--- src/rtl/fifo_uart_tx.sv ---
// Purpose : pops bytes from a fall-through FIFO and sends each one as an 8-bit UART frame on tx.
// Latency : tx drops to START the cycle after the pop edge; frame = (1+8+parity+stop) * CLKS_PER_BIT cycles.
// Backpres: one pop per frame; pops only in IDLE with enable high, FIFO non-empty and reset low.
//
// Ports:
//   clock, reset  - system clock; synchronous active-high reset
//   enable        - gates the start of new frames; a frame in flight always finishes
//   fifo_empty    - FIFO empty flag
//   fifo_data     - FIFO head byte, valid while fifo_empty is low
//   fifo_deQ      - one-cycle pop strobe to the FIFO
//   tx            - registered serial line, idle high
//   busy          - high from the first START cycle through the last STOP cycle
//   done          - one-cycle pulse in the cycle after the final STOP cycle
module fifo_uart_tx #(
    parameter int CLKS_PER_BIT = 434,
    parameter int PARITY       = 0,
    parameter int STOP_BITS    = 1
) (
    input  logic       clock,
    input  logic       reset,
    input  logic       enable,
    input  logic       fifo_empty,
    input  logic [7:0] fifo_data,
    output logic       fifo_deQ,
    output logic       tx,
    output logic       busy,
    output logic       done
);

    typedef enum logic [2:0] {
        S_IDLE,
        S_START,
        S_DATA,
        S_PARITY,
        S_STOP
    } state_t;

    localparam logic [15:0] LAST_TICK  = 16'(CLKS_PER_BIT - 1);
    localparam bit          HAS_PARITY = (PARITY != 0);
    localparam bit          EVEN_PAR   = (PARITY == 2);
    // stop_idx value of the final stop bit (0 for one stop bit, 1 for two)
    localparam logic        LAST_STOP  = (STOP_BITS == 2);

    state_t      state;
    logic [15:0] tick;
    logic [2:0]  bit_idx;
    logic [7:0]  shift;
    logic        parity_bit;
    logic        stop_idx;
    logic        bit_end;

    // Combinational pop so the FIFO head is consumed on the same edge it is latched.
    assign fifo_deQ = (state == S_IDLE) & enable & ~fifo_empty & ~reset;
    assign bit_end  = (tick == LAST_TICK);

    always_ff @(posedge clock) begin
        if (reset) begin
            state      <= S_IDLE;
            tick       <= '0;
            bit_idx    <= '0;
            shift      <= '0;
            parity_bit <= 1'b0;
            stop_idx   <= 1'b0;
            tx         <= 1'b1;
            busy       <= 1'b0;
            done       <= 1'b0;
        end else begin
            done <= 1'b0;
            case (state)
                S_IDLE: begin
                    tick <= '0;
                    if (fifo_deQ) begin
                        shift      <= fifo_data;
                        parity_bit <= EVEN_PAR ? ^fifo_data : ~^fifo_data;
                        bit_idx    <= '0;
                        stop_idx   <= 1'b0;
                        tx         <= 1'b0;
                        busy       <= 1'b1;
                        state      <= S_START;
                    end
                end
                S_START: begin
                    if (bit_end) begin
                        tick  <= '0;
                        tx    <= shift[0];
                        state <= S_DATA;
                    end else begin
                        tick <= tick + 16'd1;
                    end
                end
                S_DATA: begin
                    if (bit_end) begin
                        tick  <= '0;
                        shift <= shift >> 1;
                        if (bit_idx == 3'd7) begin
                            if (HAS_PARITY) begin
                                tx    <= parity_bit;
                                state <= S_PARITY;
                            end else begin
                                tx    <= 1'b1;
                                state <= S_STOP;
                            end
                        end else begin
                            // next data bit is the one about to reach shift[0]
                            bit_idx <= bit_idx + 3'd1;
                            tx      <= shift[1];
                        end
                    end else begin
                        tick <= tick + 16'd1;
                    end
                end
                S_PARITY: begin
                    if (bit_end) begin
                        tick  <= '0;
                        tx    <= 1'b1;
                        state <= S_STOP;
                    end else begin
                        tick <= tick + 16'd1;
                    end
                end
                S_STOP: begin
                    if (bit_end) begin
                        tick <= '0;
                        if (stop_idx == LAST_STOP) begin
                            tx    <= 1'b1;
                            busy  <= 1'b0;
                            done  <= 1'b1;
                            state <= S_IDLE;
                        end else begin
                            stop_idx <= ~stop_idx;
                        end
                    end else begin
                        tick <= tick + 16'd1;
                    end
                end
                default: begin
                    tx    <= 1'b1;
                    busy  <= 1'b0;
                    state <= S_IDLE;
                end
            endcase
        end
    end

endmodule

--- config.mk ---
export PLATFORM = sky130hd
export DESIGN_NAME = fifo_uart_tx
export DESIGN_NICKNAME = d
export VERILOG_FILES = /design/src/rtl/fifo_uart_tx.sv
export SDC_FILE = /design/constraint.sdc
export NUM_CORES = 1
export LEC_CHECK = 0
export ABC_AREA = 1
export BUFFER_PORTS_ARGS = -buffer_cell sky130_fd_sc_hd__clkbuf_2
export CAP_MARGIN = 20
export CELL_PAD_IN_SITES_DETAIL_PLACEMENT = 1
export CELL_PAD_IN_SITES_GLOBAL_PLACEMENT = 1
export CORE_ASPECT_RATIO = 1.4
export CORE_MARGIN = 1.5
export CORE_UTILIZATION = 41
export CTS_CLUSTER_SIZE = 25
export DETAILED_ROUTE_END_ITERATION = 7
export GPL_TIMING_DRIVEN = 0
export PLACE_DENSITY_LB_ADDON = 0.1
export SYNTH_ARGS = -nofsm -noshare
export SYNTH_HDL_FRONTEND = slang
export SYNTH_SLANG_ARGS = --single-unit
export TNS_END_PERCENT = 5
--- constraint.sdc ---
create_clock -name clock -period 1.9 [get_ports clock]
set_input_delay 0.38 -clock clock [delete_from_list [all_inputs] [get_ports clock]]
set_output_delay 0.38 -clock clock [all_outputs]
set_load 0.01 [all_outputs]
==> results_dict.tcl <==
set metrics [dict create \
    cp_max_fo 6 \
    dp_hpwl_um 3490 \
    cts_root_buf "clkbuf_8" \
    synth.net_count 285 \
    num_rows 28 \
    viasPerCell 5.22 \
    drt_iter0_drc 48 \
    fin_skew_ps 8.22 \
    required_ps 1520 \
    nets 307 \
    cts_tree "built" \
    synth_seq_area_share_pct 37.3 \
    final_area_um2 2000 \
    initial_core_util_pct 42.2 \
    reg2reg_from "tick[1]" \
    htree_levels 2 \
    path_cells "nor2_4 -> inv_2 -> nor2_4 -> nand2_2 -> inv_1 -> clkbuf_2" \
    cts_resized 0 \
    core_um2 4200 \
    clock_latency_ps 290 \
    wl_per_cell_um 13.3 \
    grt-ovfl-total 0 \
    tns_ps 0 \
    place_area_um2 1900 \
    grt_antenna_before_repair 0 \
    tightest_slew_ps 564 \
    holdCritPathClass "in -> reg" \
    cap_violations 0 \
    synth_edf_count 0 \
    ys_types 26 \
    ys_seq_elements 33 \
    synth_top_area_cell "dfxtp_1" \
    cts_setup_buffers 0 \
    cp.arrival_ps 1410 \
    ctsHoldBuffers 0 \
    drive_gt1_share_pct 13.7 \
    route.detailed.drc 0 \
    cp_common_cell "nor2_4" \
    synth-main-ff-cell "dfxtp_1" \
    area_delta_synth_final_pct 12.8 \
    syn_area_um2 1770 \
    die_x_um 58.6 \
    insertedDiodeCount 0 \
    final_util_pct 47.6 \
    route.final.wire_length_um 4490 \
    die_area_um2 4730 \
    hold_viol 0 \
    synth_commonest_cells "nand2_1, nor2_1, dfxtp_1" \
    startpoint_type "flop" \
    p_leak_nw 0.880 \
    clk_pin_slew_worst_paths_ps 60 \
    cts_buffers 5 \
    final_antenna_net_count 0 \
    ys.warnings.count 0 \
    critPathBufInv 3 \
    crit_type "reg -> out" \
    synth_area_leaders "dfxtp_1, nand2_1, nor2_1" \
    io_pins 16 \
    synth_top_area_share_pct 37.3 \
    fp.dieH_um 80.8 \
    fmax_mhz 560 \
    power-per-cell-area_nw_per_um2 910 \
    r2r_cells 11 \
    status "finished, final reports clean" \
    min_delay_path_depth 3 \
    min_from "fifo_data[7]" \
    grt_pass1_wl_um 7760 \
    holdWs_ps 364 \
    ir_drop_mv 0.449 \
    crit_start "state[0]" \
    critPathTopFamily "simple AND/OR/NAND/NOR gates" \
    cp.depth 6 \
    synth_cells 269 \
    nFillCells 587 \
    num_vias 1760 \
    yosys.cell_count.top_type "nand2_1" \
    end_kind "primary output" \
    setup-violations-final 0 \
    max-slew-margin-rel_pct 62.4 \
    r2r-end "tick[8]" \
    firstDrtPassIters 4 \
    track_usage_pct 21.4 \
    grt_max_degree 11 \
    cts_sinks 33 \
    cpPeakStageDelay_ps 370 \
    cp_slowest_cell "dfxtp_1" \
    gp_congestion 0.749 \
    holdPathEnd "shift[7]" \
    syn_avg_cell_area_um2 6.59 \
    ys_async_sr_fraction_pct 0 \
    grt_pass1_vias 1807 \
    rsz0062_at_grt "no" \
    period_share_pct 94.0 \
    clk_path_buf_depth 2 \
    report.final.slew_viol_count 0 \
    rrSetupSlack_ps 210 \
    period_needed_ps 1790 \
    io_buffers 15 \
]
==> state kept, by name, indices dropped and copies added (netlist names) <==
signal   cells
state        3
busy         1
done         1
bit_idx      3
tick        16
shift        8
tx           1
==> placed cells by master (no fill, tap or decap), types with 2 or more instances in the layout <==
master	n
nand2_1	66
nor2_1	54
dfxtp_1	32
inv_1	24
nand3_1	21
clkbuf_2	15
a21oi_1	14
o21ai_0	13
nand4_1	5
clkbuf_8	5
nor2_4	4
xor2_1	4
clkbuf_1	4
ha_1	4
inv_2	3
nor3_1	3
nor3b_1	2
nand2_2	2
nand3b_1	2
nand2_4	2
buf_2	2
o22ai_1	2
nand3_2	2
==> where the power goes <==
group | total (mW) | internal (mW) | leakage, nW | switching (mW)
clock | 0.518 | 0.260 | 0.0395 | 0.257
sequential | 0.799 | 0.752 | 0.268 | 0.0475
combinational | 0.503 | 0.162 | 0.573 | 0.342
total | 1.82 | 1.17 | 0.880 | 0.647
==> logic make-up after synthesis <==
family | after synthesis | share of synthesized area [%]
compound gates | 29 | 8.33
simple gates | 166 | 42.0
fa+ha+maj | 4 | 2.82
buf+inv | 32 | 7.13
xor+xnor | 5 | 2.47
flops | 33 | 37.3
==> routing by layer <==
layer,routed length [um],up-vias,track usage [%]
met4,71,0,7.50
met1,1850,824,21.6
li1,-,907,-
met2,2450,23,42.7
met3,113,6,3.66
met5,0,-,0
==> worst max path at each step <==
stage                to
2_1_floorplan   tick[7]
3_3_place_gp   tick[14]
3_5_place_dp   tick[14]
4_1_cts        fifo_deQ
5_1_grt        fifo_deQ
6_report       fifo_deQ
==> final cells by class <==
type                            instances  area, um^2  share of cell area, %
Sequential cell                        33         662                   33.1
Buffer                                  4        21.3                   1.06
Inverter                               28         109                   5.44
Clock buffer                            8        80.1                   4.01
Tap cell                               45        56.3                   2.82
Multi-Input combinational cell        204         996                   49.8
Timing Repair Buffer                   15        75.1                   3.75
==> worst reg2reg max path: stages, from the launching register on <==
cell     delay [ps]
dfxtp_1         330
inv_1            80
ha_1            160
inv_1            40
nor2_1          100
nand2_1          60
nor2_1          170
nand2_1         160
nand2_4         130
nand2_1          90
nand2_2         190
nor2_1           70
==> metrics by stage <==
stage	std cells	setup WS, ps	power [mW]
after global routing	337	10.2	1.94
after detailed placement	329	176	1.32
after CTS	337	120	1.84
final	337	114	1.82
after floorplan	269	551	1.18
after global placement	329	203	1.30
Power figures use the tool's default switching activity.
